File: src/rtl/img_pkg.sv
`default_nettype none
// +----------------------------------------------------------------------------+
// | img_pkg : shared defaults, FSM state encoding and pixel/marker record       |
// | Rev 1.0                                                                    |
// +----------------------------------------------------------------------------+
package img_pkg;

  localparam int c_DATA_WIDTH = 12;
  localparam int c_ADDR_WIDTH = 19;
  localparam int c_IMG_WIDTH  = 400;
  localparam int c_IMG_HEIGHT = 300;
  localparam int c_FIFO_DEPTH = 4;

  typedef enum logic [1:0] {
    IDLE  = 2'd0,
    READ  = 2'd1,
    DRAIN = 2'd2,
    FIN   = 2'd3
  } state_t;

  typedef struct packed {
    logic [c_DATA_WIDTH-1:0] data;
    logic                    sof;
    logic                    eol;
    logic                    eof;
  } pixel_t;

endpackage
`default_nettype wire

File: src/rtl/stream_fifo.sv
`default_nettype none
// +----------------------------------------------------------------------------+
// | stream_fifo : synchronous first-word-fall-through FIFO of pixel records    |
// | Rev 1.0                                                                    |
// +----------------------------------------------------------------------------+
module stream_fifo
  import img_pkg::*;
#(
  parameter  int DEPTH = c_FIFO_DEPTH,
  localparam int PTR_W = $clog2(DEPTH),
  localparam int CNT_W = $clog2(DEPTH) + 1
) (
  input  logic             clk,
  input  logic             rst,
  input  logic             i_push,
  input  pixel_t           i_data,
  input  logic             i_pop,
  output pixel_t           o_data,
  output logic [CNT_W-1:0] o_count,
  output logic             o_full,
  output logic             o_empty
);

  pixel_t           r_mem [DEPTH];
  logic [PTR_W-1:0] r_wr_ptr;
  logic [PTR_W-1:0] r_rd_ptr;
  logic [CNT_W-1:0] r_count;
  logic             w_push_ok;
  logic             w_pop_ok;

  assign o_full    = (r_count == CNT_W'(DEPTH));
  assign o_empty   = (r_count == '0);
  assign w_push_ok = i_push && !o_full;
  assign w_pop_ok  = i_pop && !o_empty;

  // Storage is cleared on reset so the head reads as zero while empty.
  always_ff @(posedge clk) begin
    if (rst) begin
      r_wr_ptr <= '0;
      r_rd_ptr <= '0;
      r_count  <= '0;
      for (int i = 0; i < DEPTH; i++) begin
        r_mem[i] <= '0;
      end
    end else begin
      if (w_push_ok) begin
        r_mem[r_wr_ptr] <= i_data;
        r_wr_ptr        <= r_wr_ptr + PTR_W'(1);
      end
      if (w_pop_ok) begin
        r_rd_ptr <= r_rd_ptr + PTR_W'(1);
      end
      r_count <= r_count + CNT_W'(w_push_ok) - CNT_W'(w_pop_ok);
    end
  end

  assign o_data  = r_mem[r_rd_ptr];
  assign o_count = r_count;

endmodule
`default_nettype wire

File: src/rtl/image_result_streamer.sv
`default_nettype none
// +----------------------------------------------------------------------------+
// | image_result_streamer : raster read-back of the processing memory onto a   |
// | valid/ready pixel stream with sof/eol/eof. Option: STREAM_CHKSUM_EN        |
// | Rev 1.0                                                                    |
// +----------------------------------------------------------------------------+
module image_result_streamer
  import img_pkg::*;
#(
  parameter int DATA_WIDTH = c_DATA_WIDTH,
  parameter int ADDR_WIDTH = c_ADDR_WIDTH,
  parameter int IMG_WIDTH  = c_IMG_WIDTH,
  parameter int IMG_HEIGHT = c_IMG_HEIGHT,
  parameter int FIFO_DEPTH = c_FIFO_DEPTH
) (
  input  logic                  clk_p,
  input  logic                  rst,
  input  logic                  start,
  output logic                  r_en,
  output logic [ADDR_WIDTH-1:0] r_addr,
  input  logic [DATA_WIDTH-1:0] r_data,
  output logic                  m_valid,
  input  logic                  m_ready,
  output logic [DATA_WIDTH-1:0] m_data,
  output logic                  m_sof,
  output logic                  m_eol,
  output logic                  m_eof,
  output logic                  busy,
  output logic                  done
`ifdef STREAM_CHKSUM_EN
  ,
  output logic [15:0]           chksum,
  output logic                  chksum_valid
`endif
);

  localparam int c_PIXELS = IMG_WIDTH * IMG_HEIGHT;
  localparam int c_COL_W  = $clog2(IMG_WIDTH + 1);
  localparam int c_ROW_W  = $clog2(IMG_HEIGHT + 1);
  localparam int c_CNT_W  = $clog2(FIFO_DEPTH) + 1;

  localparam logic [ADDR_WIDTH-1:0] c_LAST_ADDR = ADDR_WIDTH'(c_PIXELS - 1);
  localparam logic [c_COL_W-1:0]    c_LAST_COL  = c_COL_W'(IMG_WIDTH - 1);
  localparam logic [c_ROW_W-1:0]    c_LAST_ROW  = c_ROW_W'(IMG_HEIGHT - 1);
  localparam logic [c_CNT_W:0]      c_DEPTH_OCC = (c_CNT_W + 1)'(FIFO_DEPTH);

  state_t              r_state;
  state_t              w_next_state;
  logic [ADDR_WIDTH-1:0] r_rd_addr;
  logic [c_COL_W-1:0]  r_col;
  logic [c_ROW_W-1:0]  r_row;
  logic                r_inflight;
  logic                r_tag_sof;
  logic                r_tag_eol;
  logic                r_tag_eof;

  logic                w_start_ok;
  logic                w_issue;
  logic                w_last_issue;
  logic                w_col_last;
  logic                w_row_last;
  logic                w_pop;
  logic                w_drained;
  logic                w_fifo_empty;
  logic                w_fifo_full;
  logic [c_CNT_W-1:0]  w_fifo_count;
  logic [c_CNT_W:0]    w_occupancy;
  pixel_t              w_push_pix;
  pixel_t              w_head;

  assign w_start_ok = (r_state == IDLE) && start;
  assign w_col_last = (r_col == c_LAST_COL);
  assign w_row_last = (r_row == c_LAST_ROW);

  // The in-flight read already owns a FIFO slot, so it counts toward occupancy.
  assign w_occupancy  = {1'b0, w_fifo_count} + (c_CNT_W + 1)'(r_inflight);
  assign w_issue      = (r_state == READ) && !w_fifo_full && (w_occupancy < c_DEPTH_OCC);
  assign w_last_issue = w_issue && (r_rd_addr == c_LAST_ADDR);

  assign m_valid = !w_fifo_empty;
  assign w_pop   = m_valid && m_ready;

  // Leave DRAIN on the edge that accepts the final pixel so done follows it by one cycle.
  assign w_drained = !r_inflight &&
                     (w_fifo_empty || ((w_fifo_count == c_CNT_W'(1)) && w_pop));

  always_ff @(posedge clk_p) begin
    if (rst) begin
      r_state <= IDLE;
    end else begin
      r_state <= w_next_state;
    end
  end

  always_comb begin
    w_next_state = r_state;
    r_en         = 1'b0;
    busy         = 1'b0;
    done         = 1'b0;
    case (r_state)
      IDLE: begin
        if (start) begin
          w_next_state = READ;
        end
      end
      READ: begin
        r_en = w_issue;
        busy = 1'b1;
        if (w_last_issue) begin
          w_next_state = DRAIN;
        end
      end
      DRAIN: begin
        busy = 1'b1;
        if (w_drained) begin
          w_next_state = FIN;
        end
      end
      FIN: begin
        done         = 1'b1;
        w_next_state = IDLE;
      end
      default: begin
        w_next_state = IDLE;
      end
    endcase
  end

  always_ff @(posedge clk_p) begin
    if (rst) begin
      r_rd_addr  <= '0;
      r_col      <= '0;
      r_row      <= '0;
      r_inflight <= 1'b0;
      r_tag_sof  <= 1'b0;
      r_tag_eol  <= 1'b0;
      r_tag_eof  <= 1'b0;
    end else begin
      r_inflight <= w_issue;
      if (w_issue) begin
        r_tag_sof <= (r_rd_addr == '0);
        r_tag_eol <= w_col_last;
        r_tag_eof <= w_col_last && w_row_last;
        if (w_last_issue) begin
          r_rd_addr <= '0;
          r_col     <= '0;
          r_row     <= '0;
        end else begin
          r_rd_addr <= r_rd_addr + ADDR_WIDTH'(1);
          if (w_col_last) begin
            r_col <= '0;
            r_row <= r_row + c_ROW_W'(1);
          end else begin
            r_col <= r_col + c_COL_W'(1);
          end
        end
      end else if (w_start_ok) begin
        r_rd_addr <= '0;
        r_col     <= '0;
        r_row     <= '0;
      end
    end
  end

  assign r_addr = r_rd_addr;

  always_comb begin
    w_push_pix      = '0;
    w_push_pix.data = c_DATA_WIDTH'(r_data);
    w_push_pix.sof  = r_tag_sof;
    w_push_pix.eol  = r_tag_eol;
    w_push_pix.eof  = r_tag_eof;
  end

  stream_fifo #(
    .DEPTH (FIFO_DEPTH)
  ) u_fifo (
    .clk     (clk_p),
    .rst     (rst),
    .i_push  (r_inflight),
    .i_data  (w_push_pix),
    .i_pop   (w_pop),
    .o_data  (w_head),
    .o_count (w_fifo_count),
    .o_full  (w_fifo_full),
    .o_empty (w_fifo_empty)
  );

  assign m_data = DATA_WIDTH'(w_head.data);
  assign m_sof  = w_head.sof && m_valid;
  assign m_eol  = w_head.eol && m_valid;
  assign m_eof  = w_head.eof && m_valid;

`ifdef STREAM_CHKSUM_EN
  logic [15:0] r_chksum;

  always_ff @(posedge clk_p) begin
    if (rst) begin
      r_chksum <= '0;
    end else if (w_start_ok) begin
      r_chksum <= '0;
    end else if (w_pop) begin
      r_chksum <= r_chksum + 16'(m_data);
    end
  end

  assign chksum       = r_chksum;
  assign chksum_valid = (r_state == FIN);
`endif

endmodule
`default_nettype wire

File: config.mk
export PLATFORM = sky130hd
export DESIGN_NAME = image_result_streamer
export DESIGN_NICKNAME = d
export VERILOG_FILES = /design/src/rtl/img_pkg.sv /design/src/rtl/stream_fifo.sv /design/src/rtl/image_result_streamer.sv
export SDC_FILE = /design/constraint.sdc
export NUM_CORES = 1
export LEC_CHECK = 0
export CORE_MARGIN = 3
export CORE_UTILIZATION = 40
export DETAILED_ROUTE_END_ITERATION = 16
export GPL_TIMING_DRIVEN = 0
export PLACE_DENSITY = 0.66
export SETUP_SLACK_MARGIN = 0.5
export SLEW_MARGIN = 20
export SYNTH_ARGS = -nofsm -noshare
export SYNTH_HDL_FRONTEND = slang
export SYNTH_SLANG_ARGS = --single-unit
File: constraint.sdc
create_clock -name clk_p -period 3.3 [get_ports clk_p]
set_clock_uncertainty 0.05 [all_clocks]
set_input_delay 0.495 -clock clk_p [delete_from_list [all_inputs] [get_ports clk_p]]
set_output_delay 0.495 -clock clk_p [all_outputs]
set_load 0.1 [all_outputs]
# After elaboration in Yosys (flattened, before gate mapping)
# Memory sizes are Yosys's and may differ from the RTL's. A register that Yosys moved wholly into a read port is not among the register bits.
# Index checks and enable logic that the tools add are counted.
dict set report op_classes {
  n_addsub 8
  n_lt_le_gt_ge 1
  eq_ne 12
  mux 27
  n_reduce_logical 25
}
# operator n
set op_table {}
lappend op_table {{two-way mux 9 bit} 7}
lappend op_table {{two-way mux 19 bit} 3}
lappend op_table {{adder 19 x 1 -> 19 bit, second input constant} 1}
lappend op_table {{equality test 19 x 17 -> 1 bit, second input constant} 1}
lappend op_table {{zero test 19 bit} 1}
lappend op_table {{adder 9 x 1 -> 9 bit, second input constant} 2}
lappend op_table {{equality test 9 bit, second input constant} 2}
lappend op_table {{two-way mux 15 bit} 1}
lappend op_table {{OR reduction 15 bit} 1}
lappend op_table {{logical AND 1 bit} 13}
lappend op_table {{two-way mux 2 bit} 6}
lappend op_table {{two-way mux 1 bit} 9}
lappend op_table {{case mux 2 bit (4 select lines)} 1}
lappend op_table {{inequality test 2 bit, second input constant} 3}
lappend op_table {{adder 2 x 1 -> 2 bit, second input constant} 2}
lappend op_table {{adder 3 x 1 -> 4 bit} 1}
lappend op_table {{equality test 2 bit, second input constant} 2}
lappend op_table {{less-than comparator 4 x 3 -> 1 bit, second input constant} 1}
lappend op_table {{adder 3 x 1 -> 3 bit} 1}
lappend op_table {{equality test 3 x 1 -> 1 bit, second input constant} 1}
lappend op_table {{equality test 3 bit, second input constant} 1}
lappend op_table {{zero test 1 bit} 3}
lappend op_table {{zero test 3 bit} 1}
lappend op_table {{inequality test 3 x 1 -> 1 bit, second input constant} 1}
lappend op_table {{other kinds (8)} 8}
dict set report totals {
  ff_bits 50
  ramBits 60
  inputBits 16
  out_inout_bits 38
  wordCells 85
  mem_count 1
}
# memory depth word_bits read_ports rd_clocked_by_memory_dff wr line_no
set memory_table {}
lappend memory_table {u_fifo.r_mem 4 15 1 1 4 stream_fifo.sv:24} ;# pixel_t r_mem [DEPTH];

# Logic depth before layout (Yosys ltp)
# Gate-level depths: netlist of run 1.
dict set report depth {
  depth_word 8
  ltp_mapped 9
}

# Cells and area by module
# From an unflattened synthesis of run 1, not the netlist that was laid out.
dict set report unflattened {
  cells_unflattened 459
  hier_area_um2 5308.8
}
# module n_inst cells_each area_per_inst_um2 seq_area_each_um2
set modules_own_cells {}
lappend modules_own_cells {stream_fifo 1 193 3051.7 1981.9}
lappend modules_own_cells {image_result_streamer 1 266 2257.2 860.8}

# Worst setup path after synthesis of run 1
# OpenSTA, ideal clock, no wires.
dict set report synth_timing {
  path_kind {flip-flop to flip-flop}
  from {register u_fifo.r_count[2] (netlist: u_fifo.o_count[2])}
  to {register u_fifo.r_count[2] (netlist: u_fifo.o_count[2])}
  setup_time_ns 0.128
  t_arrival_ns 2.562
  setup_slack_ns 0.561
  path_stages_with_launch 10
  synth_period_minus_slack_ns 2.739
  path_cell_list {dfxtp_1 or3_1 and2_1 ha_1 inv_1 ha_1 inv_1 fa_1 xnor2_1 nor2_1}
}
dict set report synth_via {
  elab_chain_len 5
  word_cells_on_any_way 9
  classes_between {2 x add/sub; 1 x eq/ne; 6 x reduce/logical}
}
# item line_no
set synth_lines {}
lappend synth_lines {{start, declared} stream_fifo.sv:27} ;# logic [CNT_W-1:0] r_count;
lappend synth_lines {{start signal, assigned} stream_fifo.sv:53} ;# r_count <= r_count + CNT_W'(w_push_ok) - CNT_W'(w_pop_ok);
lappend synth_lines {{zero test 3 bit *} stream_fifo.sv:32} ;# assign o_empty = (r_count == '0);
lappend synth_lines {{zero test 1 bit *} image_result_streamer.sv:80} ;# assign m_valid = !w_fifo_empty;
lappend synth_lines {{via m_valid} image_result_streamer.sv:22} ;# output logic m_valid,
lappend synth_lines {{logical AND 1 bit} image_result_streamer.sv:81} ;# assign w_pop = m_valid && m_ready;
lappend synth_lines {{logical AND 1 bit *} stream_fifo.sv:34} ;# assign w_pop_ok = i_pop && !o_empty;
lappend synth_lines {{via u_fifo.w_pop_ok} stream_fifo.sv:29} ;# logic w_pop_ok;
lappend synth_lines {{subtractor 3 x 1 -> 3 bit *} stream_fifo.sv:53}
# Mark *: on every way through the listed nets, which the timed path passes. The rest lies on a longest branch.
# A chain may end at the register's enable or synchronous reset.

==> results.tsv, run 1 <==
metric	value	unit
CP Class	reg -> out	
R2R Setup Slk	0.78	ns
leakage power	0.00232	µW
worst path bufs/invs	2	
Clock Tree Buf Depth	2	
nets@finish	577	
vias in the first global route	3982	
Post-CTS Setup Bufs	0	
vias per std cell	5.38	
num rows	40	
Slew Viols, Final	0	
initial antenna violation count	0	
share of cells above drive strength 1	0.119	
R2R cell count	7	
Yosys cell types	48	
core area	0.0123	mm²
Port-buffer cells	53	
Critical Path Sink Type	output port	
CP Launch Type	flip-flop	
worst hold slack	0.415	ns
Residual DRC	0	
GRT Overall Usage	0.176	
Worst VDD drop	0.000302	V
hold violation count in the final report	0	
Layout area overhead	20.6	%
Post-Route WL	12100	µm
DR WL/cell	16.8	µm
die height	120	µm
HP Class	reg -> reg	
Final setup viols	0	
YS warnings	0	
Clock Latency Late Sink	0.35	ns
RR Endpoint	r_addr[6]$_SDFFE_PP0P_	
maxcap violations	0	
via count	3879	
effective utilization at floorplan	0.421	
DRT iter0 DRCs	274	
Clock transition at path regs	0.08	ns
CTS Root Cell	clkbuf_16	
Max-slew headroom	0.344	
gpl congestion	0.847	
htree depth	3	
Hold EP	r_col[8]$_SDFFE_PP0P_	
CP top delay family	buffers and inverters	
GRT Residual Overflow	0	
first-pass GRT wire length	20100	µm
Pwr per Cell Area	738	mW/mm²
outcome	finished, final reports clean	
final worst-path cycle share	0.821	
Detailed Routing Iterations Pass 1	5	
Avg Cell Area, Syn	10.8	µm²
placed cells	705	
hold path depth	1	
FF+latch count, synth	112	
Critical Path AT	2.16	ns
post-synthesis cell area	0.00518	mm²
Tmin final	2.71	ns
HP Start	r_col[8]$_SDFFE_PP0P_	
unrepaired setup endpoints after global routing	false	
Ports	54	
clock sink total	112	
Gate Count Post-Synth	481	
number of routed nets with antenna violations	0	
Crit Reg-Reg Startpoint	u_fifo.o_count[1]$_SDFF_PP0_	
TritonCTS clock tree	done	
Final Core Density	0.507	
Syn Nets	510	
Post-CTS Hold Fix Bufs	0	
Die ar.	0.0143	mm²
Crit Path Max Fanout	10	
n_diodes	0	
critical path cell sequence	clkbuf_1, mux4_2, buf_2	
slew at the pin with the worst max-slew slack	0.980	ns
CP max stage cell	clkbuf_1	
largest net degree at the start of global routing	21	
TritonCTS Buffers	9	
die extent in x	120	µm
Seq/Total Area, Yosys	0.549	
fin cells	721	
Worst EP required	2.75	ns
setup TNS	0	ns
DPL Wire Length	8400	µm
Achievable Freq	0.369	GHz
slowest stage delay, CP	0.53	ns
-- worst max path at each step --
stage	startpoint	to	slack, ns	cells past startpoint
after floorplan	u_fifo.o_count[2]$_SDFF_PP0_	u_fifo.o_count[2]$_SDFF_PP0_	0.56	9
after global placement	flip-flop	m_data[7]	-0.33	4
after detailed placement	flip-flop	m_data[7]	-0.33	4
after CTS	flip-flop	m_data[7]	0.35	4
after global routing	u_fifo.o_count[1]$_SDFF_PP0_	r_addr[6]$_SDFFE_PP0P_	0.51	7
final	flip-flop	m_data[7]	0.59	3
-- timing repair --
item                                    4_1_cts  5_1_grt
resized for setup                            45       30
pin swaps                                     0        0
endpoints found under the setup margin       18       24
cloned                                        0        0
-- cells in the mapped netlist, drive strengths merged --
| cell type | n | area (µm²) |
|---|---|---|
| mux4 | 15 | 338 |
| o31ai | 2 | 15.0 |
| nor4 | 8 | 50.1 |
| nand3 | 19 | 95.1 |
| xor2 | 9 | 78.8 |
| nor3 | 4 | 20.0 |
| nand4 | 14 | 87.6 |
| a211oi | 3 | 27.5 |
| a21o | 1 | 7.51 |
| or4 | 2 | 22.5 |
| o21ai | 18 | 90.1 |
| dfxtp | 52 | 1040 |
| and4 | 3 | 26.3 |
| nor2b | 2 | 12.5 |
| edfxtp | 60 | 1800 |
| a22oi | 1 | 7.51 |
| ha | 12 | 150 |
| buf | 5 | 32.5 |
| nor4b | 2 | 17.5 |
| o211ai | 1 | 12.5 |
| or2 | 2 | 12.5 |
| a22o | 5 | 43.8 |
| o22a | 1 | 8.76 |
| xnor2 | 7 | 61.3 |
| a41oi | 3 | 26.3 |
| nor2 | 56 | 210 |
| nand3b | 1 | 7.51 |
| a32o | 1 | 10.0 |
| fa | 1 | 20.0 |
| nand2b | 6 | 37.5 |
| clkbuf | 16 | 60.1 |
| and2 | 22 | 138 |
| a21oi | 18 | 93.8 |
| or3 | 6 | 37.5 |
| mux2i | 2 | 20.0 |
| nand2 | 46 | 173 |
| o211a | 1 | 10.0 |
| a31oi | 17 | 106 |
| and3 | 6 | 37.5 |
| o41ai | 1 | 8.76 |
| inv | 28 | 105 |
| o221ai | 2 | 17.5 |
-- state kept, by name (all words and copies together) (netlist names), 2 cells and up, named ones only --
| name | cells |
|---|---|
| u_fifo.r_wr_ptr | 2 |
| u_fifo.o_count | 3 |
| r_row | 9 |
| r_addr | 19 |
| r_state | 2 |
| u_fifo.r_rd_ptr | 2 |
| u_fifo.r_mem | 60 |
| r_col | 9 |
-- per-stage QoR --
stage               cell area (µm²)  worst slack, ns  total power (µW)
CTS                            6310            0.349              4680
finish                         6240            0.592              4610
global route                   6240            0.511              4820
floorplan                      5180            0.561              3080
detailed placement             5970           -0.330              3520
global placement               5920           -0.329              3490
-- cell type report --
type | count | area [µm²]
multi-input cells | 320 | 2160
fillers | 1163 | 6070
flip-flops and latches | 112 | 2840
inverters | 28 | 105
clock buffers | 9 | 225
plain buffers | 21 | 97.6
repair buffers | 56 | 493
well taps | 168 | 210
clock inverters | 7 | 109
-- layout by cell type, fill, tap and decap left out, drive strengths merged, types with 3 or more instances in the layout --
cell	synthesis	final
a211oi	3	3
a21oi	18	18
a22o	5	5
a31oi	17	17
a41oi	3	3
and2	22	22
and3	6	6
and4	3	3
buf	5	18
clkbuf	16	29
clkdlybuf4s50	0	35
dfxtp	52	52
dlygate4sd2	0	4
edfxtp	60	60
ha	12	12
inv	28	30
mux4	15	15
nand2	46	46
nand2b	6	6
nand3	19	19
nand4	14	14
nor2	56	56
nor3	4	4
nor4	8	8
o21ai	18	18
or3	6	6
xnor2	7	7
xor2	9	9
-- power by group --
part	switching (µW)	internal [µW]	leakage [µW]
Combinational	1300	437	0.00113
Clock	529	678	0.000155
Sequential	82.5	1580	0.00104
Total	1910	2700	0.00232
-- layer usage --
layer  GRT usage  up-vias  routed length (µm)
li1            -     1885                   -
met1       0.217     1866                5160
met2       0.311      112                6140
met3      0.0368       16                 656
met4      0.0537        0                 150
met5           0        -                   0
-- cell families (layout without fill, tap and decap cells) --
family	count (synthesis)	count (layout)	synth area share
AND/OR/NAND/NOR	199	199	0.190
flip-flops	112	112	0.549
AO/OA/AOI/OAI	75	75	0.0937
buffers and inverters	49	121	0.0382
multiplexers	17	17	0.0691
XOR/XNOR	16	16	0.0271
adder cells (fa/ha/maj)	13	13	0.0329
Power figures use the tool's default switching activity.
==> run 2, diff against run 1 <==
PLACE_DENSITY = 0.68   (was 0.66)
clock period = 2.4 ns   (was 3.3 ns; I/O delays follow)
==> run 2 against run 1 <==
Wire length is 18% higher. First-iteration DRC count is 60% higher. Worst hold slack better by 0.013 ns. Sequential share of layout area is 6.7 points lower. Register-to-register slack worse by 0.55 ns. Non-clock buffer count is 44 higher. Combinational power is 110% higher. Die area stayed put. Total power is 60% higher. Flip-flop and latch count stayed put.
==> results.tsv, run 2 (synthesis results as in run 1) <==
metric	value	unit	change
outcome	finished, final reports clean		
Detailed Routing Iterations Pass 1	5		unchanged
slew at the pin with the worst max-slew slack	0.583	ns	-0.397 ns
CTS Root Cell	clkbuf_16		
DRT iter0 DRCs	439		+60%
clock sink total	112		unchanged
DPL Wire Length	8250	µm	-1.8%
Port-buffer cells	53		unchanged
GRT Residual Overflow	0		unchanged
Crit Reg-Reg Startpoint	r_addr[9]$_SDFFE_PP0P_		
Post-Route WL	14200	µm	+18%
Tmin final	2.17	ns	
Worst EP required	2.60	ns	-0.15 ns
vias per std cell	5.55		+3.1%
crit path launch	r_addr[9]$_SDFFE_PP0P_		
Pwr per Cell Area	990	mW/mm²	+34%
Max-slew headroom	0.611		+0.267
num rows	40		unchanged
multi-input logic area	0.00257	mm²	+19%
Ports	54		unchanged
most frequent cells in the layout	edfxtp_1, nor2_1, nand2_1		
Clock Tree Buf Depth	2		unchanged
Slew Viols, Final	0		unchanged
GRT Overall Usage	0.194		+0.0180
Residual DRC	0		unchanged
maxcap violations	0		unchanged
Layout area overhead	44.0	%	
TritonCTS clock tree	done		
DR WL/cell	18.6	µm	+11%
final worst-path cycle share	0.903		
vias in the first global route	4279		+7.5%
Crit Path Max Fanout	5		-5
Filler cells	993		-15%
n_diodes	0		unchanged
unrepaired setup endpoints after global routing	true		
HP Class	reg -> reg		
hold path depth	1		unchanged
Clock transition at path regs	0.08	ns	about the same
hold violation count in the final report	0		unchanged
share of cells above drive strength 1	0.383		+0.264
core area	0.0123	mm²	unchanged
leakage power	0.00278	µW	+19%
effective utilization at floorplan	0.421		unchanged
max reg flops	60		unchanged
commonest non-fill, non-tap cell in the layout	edfxtp_1		
placed cells	704		-0.14%
setup TNS	0	ns	unchanged
HP Start	r_addr[6]$_SDFFE_PP0P_		
Critical Path Sink Type	flip-flop		
R2R cell count	6		-1
CP Class	reg -> reg		
first-pass GRT wire length	22000	µm	+9.6%
Die ar.	0.0143	mm²	unchanged
fin cells	766		+6.2%
gpl congestion	0.866		+2.2%
initial antenna violation count	0		unchanged
via count	4249		+9.5%
nets@finish	622		+7.8%
die extent in x	120	µm	unchanged
number of routed nets with antenna violations	0		unchanged
Reg with most FFs	u_fifo.r_mem		
Achievable Freq	0.461	GHz	
Worst VDD drop	0.000470	V	+56%
die height	120	µm	unchanged
htree depth	3		unchanged
total area of sequential cells	0.00290	mm²	+1.9%
Final setup viols	0		unchanged
TritonCTS Buffers	9		unchanged
largest net degree at the start of global routing	21		unchanged
CP Launch Type	flip-flop		
Critical Path AT	2.37	ns	+0.21 ns
Clock Latency Late Sink	0.36	ns	about the same
[run 2: cell types whose count changed in the layout (fill, tap and decap cells not counted), sizes merged]
cell / before / now
buf: 18 / 73
clkdlybuf4s50: 35 / 14
clkdlybuf4s15: 0 / 19
clkbuf: 29 / 24
dlygate4sd2: 4 / 0
bufinv: 2 / 0
clkinv: 1 / 2
clkinvlp: 2 / 1
dlymetal6s2s: 0 / 1
inv: 30 / 31
or2: 2 / 3
[run 2: metal layers]
metal	wire length, µm	global-route usage
met1	5710	0.239
met2	7400	0.339
met3	760	0.0349
met4	353	0.0759
met5	0	0
[run 2: area by class of cell]
type                            count  share of cell area
Timing Repair Buffer              100               0.156
Clock buffer                       10              0.0307
Tap cell                          168              0.0282
Clock inverter                      6             0.00805
Buffer                             21              0.0295
Multi-Input combinational cell    321               0.344
Inverter                           28              0.0149
Sequential cell                   112               0.388
[run 2: timing repair]
action                     CTS  global route
pin swaps                   34            19
buffers inserted            31             9
hold buffers                 0             0
gates cloned                 4             2
resized for setup          297            48
setup endpoints to repair  167           147
[run 2: power by group]
part | internal, µW | switching, µW
clock network | 736 | 756
registers | 2180 | 134
logic | 1450 | 2120
[run 2: worst max-delay path, cell delays in order, from the launching register on]
cell and delay [ns]:
dfxtp_4 0.35, or4_4 0.54, or4_4 0.47, o211ai_4 0.24
buf_6 0.17, o21ai_1 0.07, a21o_1 0.16
[run 2: path summary, 6_finish.rpt]
check                      endpoint  slack, ns
max          r_addr[5]$_SDFFE_PP0P_       0.23
min          r_addr[6]$_SDFFE_PP0P_       0.43
max reg2reg  r_addr[5]$_SDFFE_PP0P_       0.23
min reg2reg  r_addr[6]$_SDFFE_PP0P_       0.43
[run 2: stage by stage]
step,total power (µW),worst slack (ns),utilization,hold slack (ns),instance area (µm²)
6_report,7380,0.232,0.606,0.428,7460
5_1_grt,7670,0.185,0.606,0.441,7460
4_1_cts,7160,0.244,0.584,0.430,7200
3_5_place_dp,4910,-0.524,0.491,0.412,6050
3_3_place_gp,4860,-0.524,0.489,0.404,6010
2_1_floorplan,4310,0.120,-,0.381,5270
==> run 3, diff against run 2 <==
SETUP_SLACK_MARGIN = 0.4   (was 0.5)
==> run 3 against run 2 <==
Cell count down 2.2%. Clock-buffer cell count unchanged. Final area down 6.5%. Via count down 5.1%. Register-to-register slack about the same. Die area unchanged. Critical path type is now reg -> out. Critical endpoint is now m_data[1].
==> results.tsv, run 3 (synthesis results as in run 1) <==
metric	value	unit	change
Met2 Wirelength	6080	µm	-18%
die height	120	µm	unchanged
vias per std cell	5.39		-2.9%
Crit Reg-Reg Startpoint	r_addr[9]$_SDFFE_PP0P_		
Achievable Freq	0.461	GHz	about the same
CP Launch Type	flip-flop		
Ports	54		unchanged
Critical Path AT	1.76	ns	-0.61 ns
Worst VDD drop	0.000484	V	+3.0%
die extent in x	120	µm	unchanged
DPL Wire Length	8020	µm	-2.8%
effective utilization at floorplan	0.421		unchanged
HP Class	reg -> reg		
CTS Root Cell	clkbuf_16		
CP Class	reg -> out		
Critical Path Sink	m_data[1]		
Filler cells	1054		+6.1%
commonest non-fill, non-tap cell in the layout	edfxtp_1		
nets@finish	605		-2.7%
Post-CTS Hold Fix Bufs	0		unchanged
met3 routed WL	690	µm	-9.2%
number of routed nets with antenna violations	0		unchanged
R2R Setup Slk	0.24	ns	about the same
Final Cell Area	0.00698	mm²	-6.5%
htree depth	3		unchanged
vias in the first global route	3947		-7.8%
Layout area overhead	34.7	%	
Max-slew headroom	0.364		-0.247
hold violation count in the final report	0		unchanged
outcome	finished, final reports clean		
num rows	40		unchanged
leakage power	0.00261	µW	-6.0%
via count	4034		-5.1%
GRT Residual Overflow	0		unchanged
Reg with most FFs	u_fifo.r_mem		
GRT Overall Usage	0.174		-0.0201
DR WL/cell	16.6	µm	-11%
final worst-path cycle share	0.903		about the same
Detailed Routing Iterations Pass 1	5		unchanged
DRT iter0 DRCs	261		-41%
Worst EP required	1.99	ns	-0.61 ns
RR Endpoint	r_addr[2]$_SDFFE_PP0P_		
most frequent cells in the layout	edfxtp_1, nor2_1, nand2_1		
Post-Route WL	12400	µm	-13%
first-pass GRT wire length	19800	µm	-10%
Die ar.	0.0143	mm²	unchanged
Final setup viols	0		unchanged
Clock Latency Late Sink	0.36	ns	about the same
max reg flops	60		unchanged
unrepaired setup endpoints after global routing	true		
Critical Path Sink Type	output port		
core area	0.0123	mm²	unchanged
Port-buffer cells	53		unchanged
Top Metal Used	met4		
R2R cell count	6		unchanged
Slew Viols, Final	0		unchanged
Post-DP Area	0.00606	mm²	+0.12%
n_diodes	0		unchanged
Clock Tree Buf Depth	2		unchanged
Clock transition at path regs	0.08	ns	about the same
share of cells above drive strength 1	0.325		-0.0576
Crit Path Max Fanout	7		+2
slew at the pin with the worst max-slew slack	0.957	ns	+0.374 ns
initial antenna violation count	0		unchanged
Final Core Density	0.567		-0.0393
M1 WL	5420	µm	-5.0%
Residual DRC	0		unchanged
clock sink total	112		unchanged
maxcap violations	0		unchanged
Pwr per Cell Area	1000	mW/mm²	+1.1%
TritonCTS Buffers	9		unchanged
gpl congestion	0.826		-4.7%
setup TNS	0	ns	unchanged
TritonCTS clock tree	done		
largest net degree at the start of global routing	22		+4.8%
Tmin final	2.17	ns	-0.000936 ns
[run 3: cell count changes in the layout (fill, tap and decap cells not counted), moves of 4 or more]
cell / before / now
nand2_1: 39 / 46
clkbuf_2: 6 / 12
buf_12: 13 / 9
clkbuf_4: 1 / 5
clkdlybuf4s15_2: 19 / 11
o21ai_0: 9 / 5
nand2_2: 6 / 0
o21ai_1: 2 / 6
buf_6: 23 / 18
buf_4: 27 / 23
a21oi_1: 8 / 13
[run 3: report_power, final]
group | internal [µW] | leakage [µW] | switching [µW]
combinational | 1200 | 0.00141 | 1990
sequential | 2190 | 0.00106 | 128
clock | 734 | 0.000142 | 731
[run 3: worst min path at each step]
stage / start / to / slack (ns) / depth (start not counted)
6_report: r_state[1]$_SDFFE_PP0P_ / r_state[1]$_SDFFE_PP0P_ / 0.44 / 2
5_1_grt: r_addr[13]$_SDFFE_PP0P_ / r_addr[13]$_SDFFE_PP0P_ / 0.46 / 1
4_1_cts: r_addr[18]$_SDFFE_PP0P_ / r_addr[18]$_SDFFE_PP0P_ / 0.42 / 1
3_5_place_dp: r_col[8]$_SDFFE_PP0P_ / r_col[8]$_SDFFE_PP0P_ / 0.40 / 1
3_3_place_gp: r_row[8]$_SDFFE_PP0P_ / r_row[8]$_SDFFE_PP0P_ / 0.40 / 1
2_1_floorplan: r_col[8]$_SDFFE_PP0P_ / r_col[8]$_SDFFE_PP0P_ / 0.38 / 1
[run 3: per-stage QoR]
step | cells | worst slack, ns | total power (µW) | hold slack, ns
2_1_floorplan | 481 | 0.120 | 4300 | 0.381
3_3_place_gp | 702 | -0.532 | 4850 | 0.403
3_5_place_dp | 705 | -0.585 | 4900 | 0.401
4_1_cts | 743 | 0.189 | 6840 | 0.417
5_1_grt | 749 | 0.176 | 7280 | 0.460
6_report | 749 | 0.233 | 6980 | 0.437
[run 3: critical path, cell delays in order, from the launching register on]
cell and delay, ns:
dfxtp_2 0.34, clkbuf_16 0.16, buf_12 0.13, mux4_2 0.55, buf_12 0.19
[run 3: final cells by class]
cell class	instances	area, µm²	area share
Sequential cell	112	2890	0.415
Multi-Input combinational cell	320	2410	0.346
Timing Repair Buffer	84	883	0.127
Clock buffer	10	229	0.0328
Tap cell	168	210	0.0301
Buffer	21	179	0.0257
Inverter	28	109	0.0156
Clock inverter	6	57.6	0.00825
[run 3: what timing repair did]
action / CTS / global route
buffers inserted: 20 / 6
resized for setup: 234 / 59
endpoints found under the setup margin: 148 / 129
pin swaps: 14 / 9
gates cloned: 2 / 0
[run 3: layer usage]
layer,up-vias,track usage
met1,1943,0.218
met5,-,0
li1,1949,-
met4,0,0.0694
met3,20,0.0405
met2,122,0.292
